`src/rtl/pipe_ctrl.sv`:
```
// -----------------------------------------------------------------------------
// pipe_ctrl -- control unit for a five-stage MIPS-subset pipeline.
//
// Decodes the D-stage instruction, carries the decoded control bundle through
// the E, M and W stage registers, detects hazards that require the front end
// to hold, and tracks how long the multiply/divide unit stays busy.
//
// Parameters
//   MULT_CYCLES  busy cycles after a mult/multu leaves E (1..15)
//   DIV_CYCLES   busy cycles after a div/divu leaves E   (1..15)
//
// Ports
//   clk         in   clock, all state on the rising edge
//   reset       in   synchronous active-high reset
//   instr_D     in   instruction word in D
//   stall       out  hold PC and the D register this cycle
//   nPC_sel_D   out  0 PC+4, 1 beq, 2 j/jal, 3 jr (combinational)
//   ExtOp_D     out  0 zero-ext, 1 sign-ext, 2 load-upper (combinational)
//   ALUSrc_E    out  immediate operand select
//   ALUctr_E    out  0 add, 1 sub, 2 or, 3 compare
//   md_start_E  out  mult/div start strobe
//   md_op_E     out  0 mult, 1 multu, 2 div, 3 divu, 4 mthi, 5 mtlo
//   MemWrite_M  out  data-memory write enable
//   A3_E/M/W    out  destination register per stage, 0 = no write
//   RegWrite_W  out  register-file write enable
//   MemtoReg_W  out  0 ALU, 1 memory, 2 PC+8, 3 HI/LO
//   busy        out  mult/div unit still computing
// -----------------------------------------------------------------------------
module pipe_ctrl #(
  parameter int MULT_CYCLES = 5,
  parameter int DIV_CYCLES  = 10
) (
  input  logic        clk,
  input  logic        reset,
  input  logic [31:0] instr_D,
  output logic        stall,
  output logic [1:0]  nPC_sel_D,
  output logic [1:0]  ExtOp_D,
  output logic        ALUSrc_E,
  output logic [2:0]  ALUctr_E,
  output logic        md_start_E,
  output logic [2:0]  md_op_E,
  output logic        MemWrite_M,
  output logic [4:0]  A3_E,
  output logic [4:0]  A3_M,
  output logic [4:0]  A3_W,
  output logic        RegWrite_W,
  output logic [1:0]  MemtoReg_W,
  output logic        busy
);

  localparam logic [3:0] MULT_LOAD = 4'(MULT_CYCLES);
  localparam logic [3:0] DIV_LOAD  = 4'(DIV_CYCLES);

  typedef struct packed {
    logic       alusrc;
    logic [2:0] aluctr;
    logic       md_start;
    logic [2:0] md_op;
    logic       memwrite;
    logic [4:0] a3;
    logic       regwrite;
    logic [1:0] memtoreg;
    logic       is_lw;
  } ctrl_t;

  // ---------------------------------------------------------------------------
  // D stage: decode
  // ---------------------------------------------------------------------------
  logic [5:0] op, funct;
  logic [4:0] rs, rt, rd, shamt;

  assign op    = instr_D[31:26];
  assign rs    = instr_D[25:21];
  assign rt    = instr_D[20:16];
  assign rd    = instr_D[15:11];
  assign shamt = instr_D[10:6];
  assign funct = instr_D[5:0];

  ctrl_t      dec;
  logic       rs_use, rt_use, is_br, is_md;
  logic [1:0] npc_sel, ext_op;

  always_comb begin
    dec     = '0;
    rs_use  = 1'b0;
    rt_use  = 1'b0;
    is_br   = 1'b0;
    is_md   = 1'b0;
    npc_sel = 2'd0;
    ext_op  = 2'd0;
    unique case (op)
      // R-type encodings with a nonzero shamt field are not part of the set
      6'h00: if (shamt == 5'd0) begin
        unique case (funct)
          6'h21: begin dec.a3 = rd; rs_use = 1'b1; rt_use = 1'b1; end
          6'h23: begin dec.a3 = rd; dec.aluctr = 3'd1; rs_use = 1'b1; rt_use = 1'b1; end
          6'h08: begin npc_sel = 2'd3; rs_use = 1'b1; is_br = 1'b1; end
          6'h18, 6'h19, 6'h1a, 6'h1b: begin
            // funct[1:0] already enumerates mult, multu, div, divu as 0..3
            dec.md_start = 1'b1;
            dec.md_op    = {1'b0, funct[1:0]};
            rs_use = 1'b1; rt_use = 1'b1; is_md = 1'b1;
          end
          6'h10, 6'h12: begin dec.a3 = rd; dec.memtoreg = 2'd3; is_md = 1'b1; end
          6'h11: begin dec.md_op = 3'd4; rs_use = 1'b1; is_md = 1'b1; end
          6'h13: begin dec.md_op = 3'd5; rs_use = 1'b1; is_md = 1'b1; end
          default: ;
        endcase
      end
      6'h0d: begin dec.a3 = rt; dec.alusrc = 1'b1; dec.aluctr = 3'd2; rs_use = 1'b1; end
      6'h0f: begin dec.a3 = rt; dec.alusrc = 1'b1; ext_op = 2'd2; end
      6'h23: begin
        dec.a3 = rt; dec.alusrc = 1'b1; dec.memtoreg = 2'd1; dec.is_lw = 1'b1;
        ext_op = 2'd1; rs_use = 1'b1;
      end
      6'h2b: begin dec.memwrite = 1'b1; dec.alusrc = 1'b1; ext_op = 2'd1; rs_use = 1'b1; rt_use = 1'b1; end
      6'h04: begin
        dec.aluctr = 3'd3; npc_sel = 2'd1; ext_op = 2'd1;
        rs_use = 1'b1; rt_use = 1'b1; is_br = 1'b1;
      end
      6'h02: npc_sel = 2'd2;
      6'h03: begin npc_sel = 2'd2; dec.a3 = 5'd31; dec.memtoreg = 2'd2; end
      default: ;
    endcase
    // $0 as destination is never a real write
    dec.regwrite = (dec.a3 != 5'd0);
  end

  assign nPC_sel_D = npc_sel;
  assign ExtOp_D   = ext_op;

  // ---------------------------------------------------------------------------
  // Hazard detection
  // ---------------------------------------------------------------------------
  ctrl_t      e_q, e_d;
  logic       m_memwrite_q, m_regwrite_q, m_is_lw_q;
  logic [4:0] m_a3_q;
  logic [1:0] m_memtoreg_q;
  logic [4:0] w_a3_q;
  logic       w_regwrite_q;
  logic [1:0] w_memtoreg_q;
  logic [3:0] cnt_q, cnt_d;

  logic hit_e, hit_m, stall_a, stall_b, stall_c;

  // A zero destination never matches, so $0 reads cannot cause a stall
  assign hit_e = (e_q.a3 != 5'd0) &&
                 ((rs_use && (rs == e_q.a3)) || (rt_use && (rt == e_q.a3)));
  assign hit_m = (m_a3_q != 5'd0) &&
                 ((rs_use && (rs == m_a3_q)) || (rt_use && (rt == m_a3_q)));

  assign stall_a = e_q.is_lw && hit_e;
  assign stall_b = is_br && (hit_e || (m_is_lw_q && hit_m));
  assign stall_c = is_md && (busy || e_q.md_start);
  assign stall   = stall_a | stall_b | stall_c;

  assign e_d = stall ? ctrl_t'('0) : dec;

  // ---------------------------------------------------------------------------
  // Mult/div busy counter: the start cycle loads, otherwise count down to 0
  // ---------------------------------------------------------------------------
  always_comb begin
    cnt_d = cnt_q;
    if (e_q.md_start) begin
      // md_op[1] separates div/divu (2,3) from mult/multu (0,1)
      cnt_d = e_q.md_op[1] ? DIV_LOAD : MULT_LOAD;
    end else if (cnt_q != 4'd0) begin
      cnt_d = cnt_q - 4'd1;
    end
  end

  assign busy = (cnt_q != 4'd0);

  // ---------------------------------------------------------------------------
  // D -> E -> M -> W stage registers
  // ---------------------------------------------------------------------------
  always_ff @(posedge clk) begin
    if (reset) begin
      e_q          <= '0;
      m_memwrite_q <= 1'b0;
      m_regwrite_q <= 1'b0;
      m_is_lw_q    <= 1'b0;
      m_a3_q       <= '0;
      m_memtoreg_q <= '0;
      w_a3_q       <= '0;
      w_regwrite_q <= 1'b0;
      w_memtoreg_q <= '0;
      cnt_q        <= '0;
    end else begin
      e_q          <= e_d;
      m_memwrite_q <= e_q.memwrite;
      m_regwrite_q <= e_q.regwrite;
      m_is_lw_q    <= e_q.is_lw;
      m_a3_q       <= e_q.a3;
      m_memtoreg_q <= e_q.memtoreg;
      w_a3_q       <= m_a3_q;
      w_regwrite_q <= m_regwrite_q;
      w_memtoreg_q <= m_memtoreg_q;
      cnt_q        <= cnt_d;
    end
  end

  assign ALUSrc_E   = e_q.alusrc;
  assign ALUctr_E   = e_q.aluctr;
  assign md_start_E = e_q.md_start;
  assign md_op_E    = e_q.md_op;
  assign A3_E       = e_q.a3;
  assign MemWrite_M = m_memwrite_q;
  assign A3_M       = m_a3_q;
  assign A3_W       = w_a3_q;
  assign RegWrite_W = w_regwrite_q;
  assign MemtoReg_W = w_memtoreg_q;

endmodule

```
`config.mk`:
```
export PLATFORM = sky130hd
export DESIGN_NAME = pipe_ctrl
export DESIGN_NICKNAME = d
export VERILOG_FILES = /design/src/rtl/pipe_ctrl.sv
export SDC_FILE = /design/constraint.sdc
export NUM_CORES = 1
export LEC_CHECK = 0
export CAP_MARGIN = 20
export CORE_MARGIN = 3
export CORE_UTILIZATION = 46
export CTS_CLUSTER_SIZE = 10
export DETAILED_ROUTE_END_ITERATION = 8
export PLACE_DENSITY = 0.77
export SLEW_MARGIN = 30
export SYNTH_ARGS = -nofsm -noshare
export SYNTH_HDL_FRONTEND = slang
export SYNTH_SLANG_ARGS = --single-unit
```
`constraint.sdc`:
```
create_clock -name clk -period 4.3 [get_ports clk]
set_input_delay 1.29 -clock clk [delete_from_list [all_inputs] [get_ports clk]]
set_output_delay 1.29 -clock clk [all_outputs]
set_load 0.05 [all_outputs]
```
==> Word level (Yosys, flattened, before mapping) <==
Cells that the tools add are included.
{ "word_totals": {"register_bits": 40, "latchBits": 0, "word_cells": 113, "mem_bits_ro": 0, "out_inout_bits": 33, "ramBits": 0, "mem_count": 0} }
{ "classes": {"n_mul": 0, "n_eq_ne": 22, "order_cmp": 0, "shifts": 0, "muxes": 33, "n_div": 0, "bitwise": 4, "reduce_logical": 35, "add_sub_neg": 1} }
{ "op_table": {"columns": ["cell", "count"], "rows": [
  ["$eq 6x5->1 const B", 8],
  ["$eq 6x6->1 const B", 4],
  ["$eq 5x5->1", 4],
  ["$reduce_or 4->1", 5],
  ["$eq 6x4->1 const B", 3],
  ["$pmux 3 s3", 2],
  ["$mux 5", 3],
  ["$pmux 5 s3", 1],
  ["$reduce_bool 5->1", 3],
  ["$mux 1", 14],
  ["$eq 6x2->1 const B", 2],
  ["$mux 4", 3],
  ["$pmux 2 s3", 2],
  ["$logic_and 1x1->1", 10],
  ["$reduce_or 9->1", 1],
  ["$mux 2", 4],
  ["$reduce_or 2->1", 4],
  ["$reduce_or 8->1", 1],
  ["$eq 6x3->1 const B", 1],
  ["$logic_not 6->1", 1],
  ["$pmux 1 s2", 3],
  ["$reduce_or 3->1", 2],
  ["$reduce_or 6->1", 1],
  ["$logic_not 5->1", 1],
  ["other kinds (7)", 12]
]} }

==> Longest topological paths before layout <==
{ "logic_depth": {"ltp_word": 14, "ltp_mapped": 8, "ltp_nobuf": 7} }

==> Worst setup path before layout <==
No wires, ideal clock.
{ "synth_path": {"path_type": "input -> output", "start": "input port instr_D[26]", "end": "output port stall", "path_slack_ns": 0.090, "required_ns": 3.010, "stages": 7, "arrival_time_ns": 2.920, "cell_sequence": "buf_2 nor4_2 nand3_1 o22ai_1 o21ai_2 a22oi_4 or3_1"} }
{ "synth_via": {"elab_chain_len": 11, "word_cells_on_any_way": 26, "classes_between": "eq/ne: 4; mux: 4; bitwise: 2; reduce/logical: 16"} }
{ "synth_rtl": {"columns": ["item", "line_no", "rtl"], "rows": [
  ["from (decl)", "35", "input logic [31:0] instr_D,"],
  ["$eq 6x6->1, or another cell as far along", "92", "unique case (op)"],
  ["$reduce_or 4->1 (no source line) or $reduce_or 2->1 (tied branches)", null, null],
  ["$pmux 1 s2", "92", null],
  ["$logic_and 1x1->1", "151", "((rs_use && (rs == m_a3_q)) || (rt_use && (rt == m_a3_q)));"],
  ["$logic_or 1x1->1", "151", null],
  ["$logic_and 1x1->1", "150", "assign hit_m = (m_a3_q != 5'd0) &&"],
  ["$logic_and 1x1->1", "154", "assign stall_b = is_br && (hit_e || (m_is_lw_q && hit_m));"],
  ["$logic_or 1x1->1", "154", null],
  ["$logic_and 1x1->1", "154", null],
  ["$or 1x1->1", "156", "assign stall = stall_a | stall_b | stall_c;"],
  ["$or 1x1->1 (*)", "156", null],
  ["to (decl)", "36", "output logic stall,"]
]} }
Mark *: on every way between the ends. The rest lies on a longest branch, timed or not.

==> Final worst setup path <==
{ "layout_path": {"start": "input port instr_D[10]", "end": "output port stall"} }
{ "layout_via": {"elab_chain_len": 11, "word_cells_on_any_way": 24, "classes_between": "mux: 8; bitwise: 2; reduce/logical: 14"} }
{ "layout_rtl": {"columns": ["item", "line_no", "rtl"], "rows": [
  ["$logic_not 5->1 (*)", "94", "6'h00: if (shamt == 5'd0) begin"],
  ["$mux 1", "94", null],
  ["$pmux 1 s2", "92", null],
  ["$logic_and 1x1->1", "151", null],
  ["$logic_or 1x1->1", "151", null],
  ["$logic_and 1x1->1", "150", null],
  ["$logic_and 1x1->1", "154", null],
  ["$logic_or 1x1->1", "154", null],
  ["$logic_and 1x1->1", "154", null],
  ["$or 1x1->1", "156", null],
  ["$or 1x1->1 (*)", "156", null]
]} }
Marks and branches as above.

==> qor.csv <==
metric;value;unit
Netlist cell types;46;
critical path arrival;2.96;ns
Seq cells post-synth;39;
final hold vios;0;
final critical-path share of the clock period;0.9886;
Die H;72.81;um
achievable clock frequency;235.2;MHz
CP Class;input port to output port;
GRT overflow;0;
first-pass GRT wire length;10.04;mm
CTS Sinks;39;
Combinational Power Share;0.294;
most frequent cells in the layout;buf_4 (45), dfxtp_1 (39), clkdlybuf4s50_1 (34);
commonest non-fill, non-tap cell in the layout;buf_4;
gpl congestion;0.9003;
Rel. slew slack;0.5732;
Setup crit end kind;output port;
critical path's slowest cell;clkdlybuf4s50_1;
# rows;23;
Max Cap Viol;0;
# placed instances;364;
all-layer global routing usage;0.2480;
synthesized area per cell;8.850;um2
startpoint class of the critical path;input port;
WL/cell;16.82;um
status;complete, no violations;
Worst Hold Class;register to register;
Initial DRC Count;95;
Synth Net Count;268;
Worst VDD drop;0.0002328;V
port bufs;65;
Via density;5.540;
Core Area;4144;um2
Post-synth EDFFs;0;
TritonCTS clock tree;done;
Final Instance Count excl. Fillers;378;
worst-path fanout max;4;
clock buffer depth;2;
layout cell share with drive strength beyond 1;0.2783;
post-detail-place hpwl;4.154;mm
Pwr Total;0.9985;mW
DR vias;2094;
worst path required time;3.01;ns
initial core utilization;0.4955;
Clock Tree Root;clkbuf_8;
Synth Cell Area;2053;um2
Layout fillers;285;
Hold Startpoint;m_regwrite_q;
Routed WL;6.357;mm
Leakage;1.364;nW
area leader, netlist;dfxtp_1;
Yosys top cell area share;0.3803;
area of the multi-input gates;1311;um2
Cell Chain, Critical Path;clkdlybuf4s50_1, nor4_4, nand3_4, o22ai_4, o21ai_4, a22oi_4, or3_4, buf_12;
internal power;0.6863;mW
Setup WS pre-CTS;-0.2657;ns
slack of the critical path;0.04884;ns
Final Max Tran Viols;0;
Primary FF master, synth;dfxtp_1;
register area;780.7;um2
sequential-to-total area share from yosys stat;0.3803;
Syn-to-layout area delta;61.37;%
switch share;0.3126;
post-route minimum period;4.251;ns
Final ANT Viol Nets;0;
total power per unit cell area;301.4;nW/um2
fin area;3313;um2
clk_skew;0.009589;ns
switching pwr;0.3122;mW
htree depth;2;
minimum hold slack;0.4403;ns
async set-reset flop share out of synthesis;0;
final setup fails;0;
NumNets Final;362;
Area contributors post-synth;dfxtp_1 (38%), nor2b_1 (7.6%), xnor2_1 (6.0%);
sequential power share;0.397;
Crit Reg-Reg Startpoint;A3_M[1];
yosys warns;0;
drc violations;0;
instance area at placement;2968;um2
largest stage delay on the critical path;0.46;ns
total CTS buffers;5;
die area;5301;um2
vias in the first global route;2121;
CTS Hold Buffers Added;0;
Post-Synthesis Cells;232;
DIE WIDTH;72.81;um
Pre-antenna DRT Iters;4;
Clock Latency Late Sink;0.30;ns
largest net degree at the start of global routing;29;
Clk pwr share;0.309;
Worst-path clk slew;0.08;ns
Worst Max-Slew Pin Slew;0.6402;ns
initial antenna violation count;0;
IO Pins;67;
worst setup path startpoint;instr_D[10];
[registers in the layout, summed over array words and instances (netlist names)]
signal,flops
A3_E,5
A3_M,5
A3_W,5
ALUSrc_E,1
ALUctr_E,2
MemWrite_M,1
MemtoReg_W,2
RegWrite_W,1
cnt_q,4
e_q,5
m_is_lw_q,1
m_memtoreg_q,2
m_regwrite_q,1
md_op_E,3
md_start_E,1
[metrics by stage]
stage,util,TNS [ns]
floorplan,-,0
global placement,0.7162,-0.2201
global route,0.7989,-0.03270
CTS,0.7736,0
finish,0.7995,0
detailed placement,0.7162,-0.3969
[worst paths after layout]
check | slack (ns) | cells after the start | endpoint
max | 0.05 | 8 | stall
min | 0.44 | 1 | RegWrite_W
min reg2reg | 0.44 | 1 | RegWrite_W
max reg2reg | 1.92 | 9 | ALUctr_E[0]
[power by group through the flow]
stage	clock [mW]	combinational [mW]	sequential, mW
floorplan	0	0.180	0.405
global placement	0	0.276	0.404
detailed placement	0	0.279	0.405
CTS	0.310	0.287	0.397
global route	0.327	0.326	0.400
finish	0.309	0.293	0.397
[cell usage after synthesis (2+ instances only)]
library cell,count
nand3_1,12
buf_2,5
or3_1,2
buf_6,2
nor4_2,2
dfxtp_1,39
a221oi_1,6
inv_1,3
a21oi_1,7
nor4_1,5
o21ai_2,2
xnor2_1,14
nor3_1,14
o21a_1,2
nor2_1,17
o22ai_1,2
nand4_1,4
ha_1,2
a22oi_1,3
xor2_1,10
clkbuf_1,5
or4_1,3
a211oi_1,3
buf_4,11
nand2b_1,2
nand2_1,11
nor2b_1,25
[worst max-delay path, delay by kind of cell]
family	cells	cell delay (ns)
buf+inv	2	0.59
simple gates	3	0.56
compound gates	3	0.52
[layer usage]
layer	wire (um)	track usage
met1	2618	0.2941
met2	3187	0.4218
met3	329	0.05510
met4	222	0.1189
met5	0	0
[area by class of cell]
type | instances | area share
diodes | 1 | 0.0007553
multi-input cells | 167 | 0.3958
clock inverters | 3 | 0.01322
flip-flops and latches | 39 | 0.2356
inverters | 3 | 0.003399
well taps | 50 | 0.01888
repair buffers | 110 | 0.3116
clock buffers | 5 | 0.02077
[timing repair]
| action | 4_1_cts | 5_1_grt |
|---|---|---|
| pin swaps | 13 | 14 |
| setup endpoints to repair | 3 | 3 |
| resized for setup | 35 | 29 |
| buffers inserted | 4 | 1 |
[cells by family after synthesis]
| logic type | after synthesis | synth area share |
|---|---|---|
| AO/OA/AOI/OAI | 33 | 0.1243 |
| buffers and inverters | 26 | 0.07800 |
| other | 1 | 0.001826 |
| AND/OR/NAND/NOR | 106 | 0.2962 |
| XOR/XNOR | 24 | 0.1024 |
| flip-flops | 39 | 0.3803 |
| multiplexers | 1 | 0.004875 |
| adder cells (fa/ha/maj) | 2 | 0.01219 |
(Power assumes the default switching activity.)
